[config.mk]
export PLATFORM = sky130hd
export DESIGN_NAME = pmp_seq_checker_entry
export DESIGN_NICKNAME = d
export VERILOG_FILES = /design/src/rtl/pmp_seq_checker_pkg.sv /design/src/rtl/pmp_seq_checker_entry.sv
export SDC_FILE = /design/constraint.sdc
export NUM_CORES = 1
export LEC_CHECK = 0
export ABC_AREA = 1
export ABC_CLOCK_PERIOD_IN_PS = 82800
export BUFFER_PORTS_ARGS = -buffer_cell sky130_fd_sc_hd__buf_2
export CORE_ASPECT_RATIO = 2
export CORE_MARGIN = 2
export CORE_UTILIZATION = 31
export DETAILED_ROUTE_END_ITERATION = 8
export SYNTH_ARGS = -nofsm -noshare
export SYNTH_HDL_FRONTEND = slang
export SYNTH_SLANG_ARGS = --single-unit
[constraint.sdc]
create_clock -name vclk -period 82.8
set_input_delay 20.7 -clock vclk [all_inputs]
set_output_delay 20.7 -clock vclk [all_outputs]
set_load 0.05 [all_outputs]
[src/rtl/pmp_seq_checker_pkg.sv]
`default_nettype none
//==============================================================================
// Package : pmp_seq_checker_pkg
// Brief   : PMP types and helpers shared by the sequential PMP checker.
// Rev     : 1.0
//==============================================================================
package pmp_seq_checker_pkg;

   typedef enum logic [1:0] {
      PRIV_LVL_U = 2'b00,
      PRIV_LVL_S = 2'b01,
      PRIV_LVL_M = 2'b11
   } priv_lvl_t;

   typedef enum logic [2:0] {
      ACCESS_NONE  = 3'b000,
      ACCESS_READ  = 3'b001,
      ACCESS_WRITE = 3'b010,
      ACCESS_EXEC  = 3'b100
   } pmp_access_t;

   typedef enum logic [1:0] {
      OFF   = 2'b00,
      TOR   = 2'b01,
      NA4   = 2'b10,
      NAPOT = 2'b11
   } pmp_addr_mode_t;

   typedef struct packed {
      logic x;
      logic w;
      logic r;
   } pmpcfg_access_t;

   typedef struct packed {
      logic           locked;
      logic [1:0]     reserved;
      pmp_addr_mode_t addr_mode;
      pmpcfg_access_t access_type;
   } pmpcfg_t;

   typedef enum logic [1:0] {
      IDLE = 2'd0,
      SCAN = 2'd1,
      RESP = 2'd2
   } pmp_seq_state_e;

   localparam int unsigned C_MAX_LANES = 64;

   // Index of the lowest set bit; 0 when the vector is empty.
   function automatic logic [5:0] lowest_set_idx(input logic [C_MAX_LANES-1:0] vec);
      lowest_set_idx = '0;
      for (int i = C_MAX_LANES - 1; i >= 0; i--) begin
         if (vec[i]) lowest_set_idx = 6'(i);
      end
   endfunction

endpackage
`default_nettype wire

[src/rtl/pmp_seq_checker_entry.sv]
`default_nettype none
//==============================================================================
// Module : pmp_seq_checker_entry
// Brief  : Address match of a single PMP entry (TOR / NA4 / NAPOT).
// Rev    : 1.0
//==============================================================================
module pmp_seq_checker_entry
   import pmp_seq_checker_pkg::*;
#(
   parameter int unsigned PLEN           = 56,
   parameter int unsigned PMP_LEN        = 54,
   parameter int unsigned PMPGranularity = 0
) (
   input  logic [PLEN-1:0]    addr_i,
   input  logic [PMP_LEN-1:0] conf_addr_i,
   input  logic [PMP_LEN-1:0] conf_addr_prev_i,
   input  pmp_addr_mode_t     addr_mode_i,
   output logic               match_o
);
   localparam logic [PLEN-1:0] C_GRAN_MASK = {PLEN{1'b1}} << (PMPGranularity + 2);

   logic [PLEN-1:0] w_base;
   logic [PLEN-1:0] w_prev_base;
   logic [PLEN-1:0] w_mask;
   int unsigned     w_ones;
   int unsigned     w_size;
   logic            w_run;

   assign w_base      = PLEN'({conf_addr_i, 2'b00});
   assign w_prev_base = PLEN'({conf_addr_prev_i, 2'b00});

   // NAPOT region size is encoded by the run of trailing ones in the address.
   always_comb begin
      w_ones = 0;
      w_run  = 1'b1;
      for (int b = 0; b < PMP_LEN; b++) begin
         if (w_run && conf_addr_i[b]) w_ones = w_ones + 1;
         else                         w_run  = 1'b0;
      end
      w_size = (addr_mode_i == NA4) ? 2 : w_ones + 3;
      if (w_size < PMPGranularity + 2) w_size = PMPGranularity + 2;
      w_mask = (w_size >= PLEN) ? '0 : ({PLEN{1'b1}} << w_size);
   end

   always_comb begin
      match_o = 1'b0;
      case (addr_mode_i)
         TOR:        match_o = (addr_i >= (w_prev_base & C_GRAN_MASK)) &&
                               (addr_i <  (w_base & C_GRAN_MASK));
         NA4, NAPOT: match_o = ((addr_i & w_mask) == (w_base & w_mask));
         default:    match_o = 1'b0;
      endcase
   end
endmodule
`default_nettype wire

==> flow_summary.json <==
{
  "pwr_density_nw_per_um2": 2.849,
  "number_of_antenna_violations_at_the_first_check_in_global_routing": 1,
  "die_w_um": 145.0,
  "drt_first_pass_iters": 5,
  "fraction_of_final_layout_cells_with_drive_strength_greater_than_1_pct": 15.01,
  "run_status": "completed",
  "grt_first_pass_wirelength_mm": 61.99,
  "finalCritPeriodShare_pct": 86.87,
  "vdd_ir_max_mv": 0.002211,
  "critPathMostFrequentCell": "sky130_fd_sc_hd__nand2_1",
  "ys_seq_area_share_pct": 0,
  "finalSetupTns_ns": 0,
  "critPathMaxFanout": 20,
  "number_of_design_rule_violations_left_by_the_first_detailed_router_iteration": 413,
  "final-max-slew-violation-count": 0,
  "final_area_um2": 13780,
  "yosysWarningCount": 0,
  "detailed_place_hpwl_mm": 35.72,
  "die_area_um2": 41460,
  "final.clkbuf_count": 0,
  "die_height_um": 286.0,
  "grt_setup_unrepaired": "false",
  "fmaxAchievable_mhz": 13.90,
  "timing_hold_violations_final": 0,
  "drc": 0,
  "flops_and_latches": 0,
  "totalWireLength_mm": 38.72,
  "grt_overflow": 0,
  "syn2layout_area_growth_pct": 11.82,
  "worst_setup_path_end_kind": "output pin",
  "final_core_util_pct": 35.06,
  "fin_crit_ns": 71.93,
  "crit_buf_inv": 20,
  "postSynthAreaPerCell_um2": 5.321,
  "routed-via-count": 14350,
  "worst_pin_slew_ns": 0.8834,
  "ant_nets": 0,
  "routed_wire_length_per_instance_um": 12.89,
  "hp-class": "in2out",
  "top_level_ports": 167,
  "cap_viol_max_count": 0,
  "nets": 2804,
  "cts.hold.buffers_added": 0,
  "synth_fp_nets": 2640,
  "detailed_route_vias_per_instance": 4.777,
  "worst_setup_path_start_kind": "primary input",
  "core_um2": 39310,
  "finalWeightedCongestion": 0.8654,
  "placed_cell_area_um2": 13780,
  "required_ns": 62.10,
  "max_stage_delay_ns": 0.50,
  "fin_worst_hold_slack_ns": 42.00,
  "start_util_pct": 31.35,
  "row_count": 103,
  "layout.filler_cells": 4427,
  "number_of_failing_setup_endpoints_in_the_final_timing_report": 0,
  "layout.area.seq_um2": 0,
  "cts.repair_timing.setup_buffer_count": 0,
  "synthesis.area_um2": 12320,
  "port_buffers": 167,
  "maximum_number_of_pins_on_one_net_before_global_route_repair": 21,
  "slowest_stage": "sky130_fd_sc_hd__inv_1",
  "netlist_instances": 2316,
  "crit_arrival_ns": 51.23,
  "netlist-cell-type-count": 57,
  "global_route.usage.total_pct": 17.90,
  "critical_path.top_delay_family": "adder cells",
  "setup.worst_path.class": "in2out",
  "post_cts_resize_count": 0,
  "first_global_vias": 13890,
  "max-slew-margin-rel_pct": 39.58,
  "total_power_uw": 39.26,
  "p_leak_nw": 7.763,
  "multiInputGateArea_um2": 10480
}
metrics by stage:
stage	instances	setup slack, ns
floorplan	2316	13.68
global placement	3003	11.57
detailed placement	3003	10.95
CTS	3003	10.91
global route	3004	8.825
finish	3004	10.87
tightest hold or removal path, delay by kind of cell:
kind,cells,cell delay [ns]
AOI/OAI and AO/OA,1,0.05
and+or+nand+nor,2,0.13
buffers and inverters,3,0.42
cells in the final DEF, fill, tap and decap left out, types with 3 or more instances in the layout:
cell / netlist / layout
sky130_fd_sc_hd__nor2_1: 284 / 284
sky130_fd_sc_hd__nand3_2: 28 / 28
sky130_fd_sc_hd__nor2_8: 17 / 17
sky130_fd_sc_hd__nor2_2: 15 / 15
sky130_fd_sc_hd__xor2_1: 43 / 43
sky130_fd_sc_hd__o221ai_1: 7 / 7
sky130_fd_sc_hd__and2_1: 4 / 4
sky130_fd_sc_hd__a21o_1: 3 / 3
sky130_fd_sc_hd__o21ai_1: 9 / 9
sky130_fd_sc_hd__a21oi_1: 56 / 56
sky130_fd_sc_hd__o21a_1: 6 / 6
sky130_fd_sc_hd__nand3b_1: 16 / 16
sky130_fd_sc_hd__a21oi_2: 3 / 3
sky130_fd_sc_hd__a2111oi_0: 4 / 4
sky130_fd_sc_hd__o211ai_1: 4 / 4
sky130_fd_sc_hd__xnor2_1: 20 / 20
sky130_fd_sc_hd__ha_1: 158 / 158
sky130_fd_sc_hd__or2_2: 18 / 18
sky130_fd_sc_hd__inv_1: 425 / 425
sky130_fd_sc_hd__buf_2: 1 / 167
sky130_fd_sc_hd__clkinv_1: 4 / 4
sky130_fd_sc_hd__o21ai_0: 34 / 34
sky130_fd_sc_hd__nand2_4: 4 / 4
sky130_fd_sc_hd__inv_4: 3 / 3
sky130_fd_sc_hd__a21boi_0: 3 / 3
sky130_fd_sc_hd__nand4_1: 69 / 69
sky130_fd_sc_hd__o21bai_1: 4 / 4
sky130_fd_sc_hd__inv_2: 47 / 47
sky130_fd_sc_hd__a211oi_1: 5 / 5
sky130_fd_sc_hd__nor3_1: 21 / 21
sky130_fd_sc_hd__nor2_4: 26 / 26
sky130_fd_sc_hd__nand2_1: 646 / 646
sky130_fd_sc_hd__nand3_1: 264 / 264
sky130_fd_sc_hd__nand2_2: 35 / 35
cell families (layout without fill, tap and decap cells):
logic type | Yosys count | in the layout | share of synthesized area, %
xor gates and xnor gates | 63 | 63 | 4.478
buffers and inverters | 484 | 646 | 14.97
adders and majority gates | 158 | 158 | 16.04
other | 0 | 1 | 0
AOI/OAI and AO/OA | 153 | 153 | 7.584
and+or+nand+nor | 1458 | 1458 | 56.93
report_power, final:
part            internal, mW      total, mW  leakage, nW  switching [mW]
sequential                 0              0            0               0
clock          0.00000000162  0.00000000162   0.00000634               0
combinational         0.0145         0.0393         7.76          0.0248
total                 0.0145         0.0393         7.76          0.0248
metal layers:
metal | track usage [%] | share of wire [%] | vias to the layer above
met5 | 0 | 0 | -
met4 | 5.396 | 3.7 | 0
met3 | 0.6699 | 1.9 | 49
met2 | 40.11 | 58 | 214
met1 | 16.70 | 36 | 6391
li1 | - | - | 7697
final cells by class:
cell class | instances | area share [%]
antenna | 1 | 0.01816
inverter | 479 | 13.10
tap | 525 | 4.767
multi-input combinational | 1832 | 76.05
timing repair buffer | 167 | 6.066
path summary, 6_finish.rpt:
check,from,end,slack [ns],depth (start not counted)
worst min-delay path,addr_mode_i[1],match_o,42.00,6
worst max-delay path,conf_addr_i[3],match_o,10.87,178
synthesized netlist by cell type, types with 20 or more instances:
master	instances	area, µm²
sky130_fd_sc_hd__o21ai_0	34	170.2
sky130_fd_sc_hd__xor2_1	43	376.6
sky130_fd_sc_hd__inv_1	425	1595
sky130_fd_sc_hd__ha_1	158	1977
sky130_fd_sc_hd__a21oi_1	56	280.3
sky130_fd_sc_hd__nand2_1	646	2425
sky130_fd_sc_hd__nand4_1	69	431.7
sky130_fd_sc_hd__nor3_1	21	105.1
sky130_fd_sc_hd__nand3_1	264	1321
sky130_fd_sc_hd__nor2_1	284	1066
sky130_fd_sc_hd__nor2_4	26	292.8
sky130_fd_sc_hd__nand3_2	28	280.3
sky130_fd_sc_hd__inv_2	47	176.4
sky130_fd_sc_hd__xnor2_1	20	175.2
sky130_fd_sc_hd__nand2_2	35	219.0
Note: power is estimated with default switching activity, not from simulation.
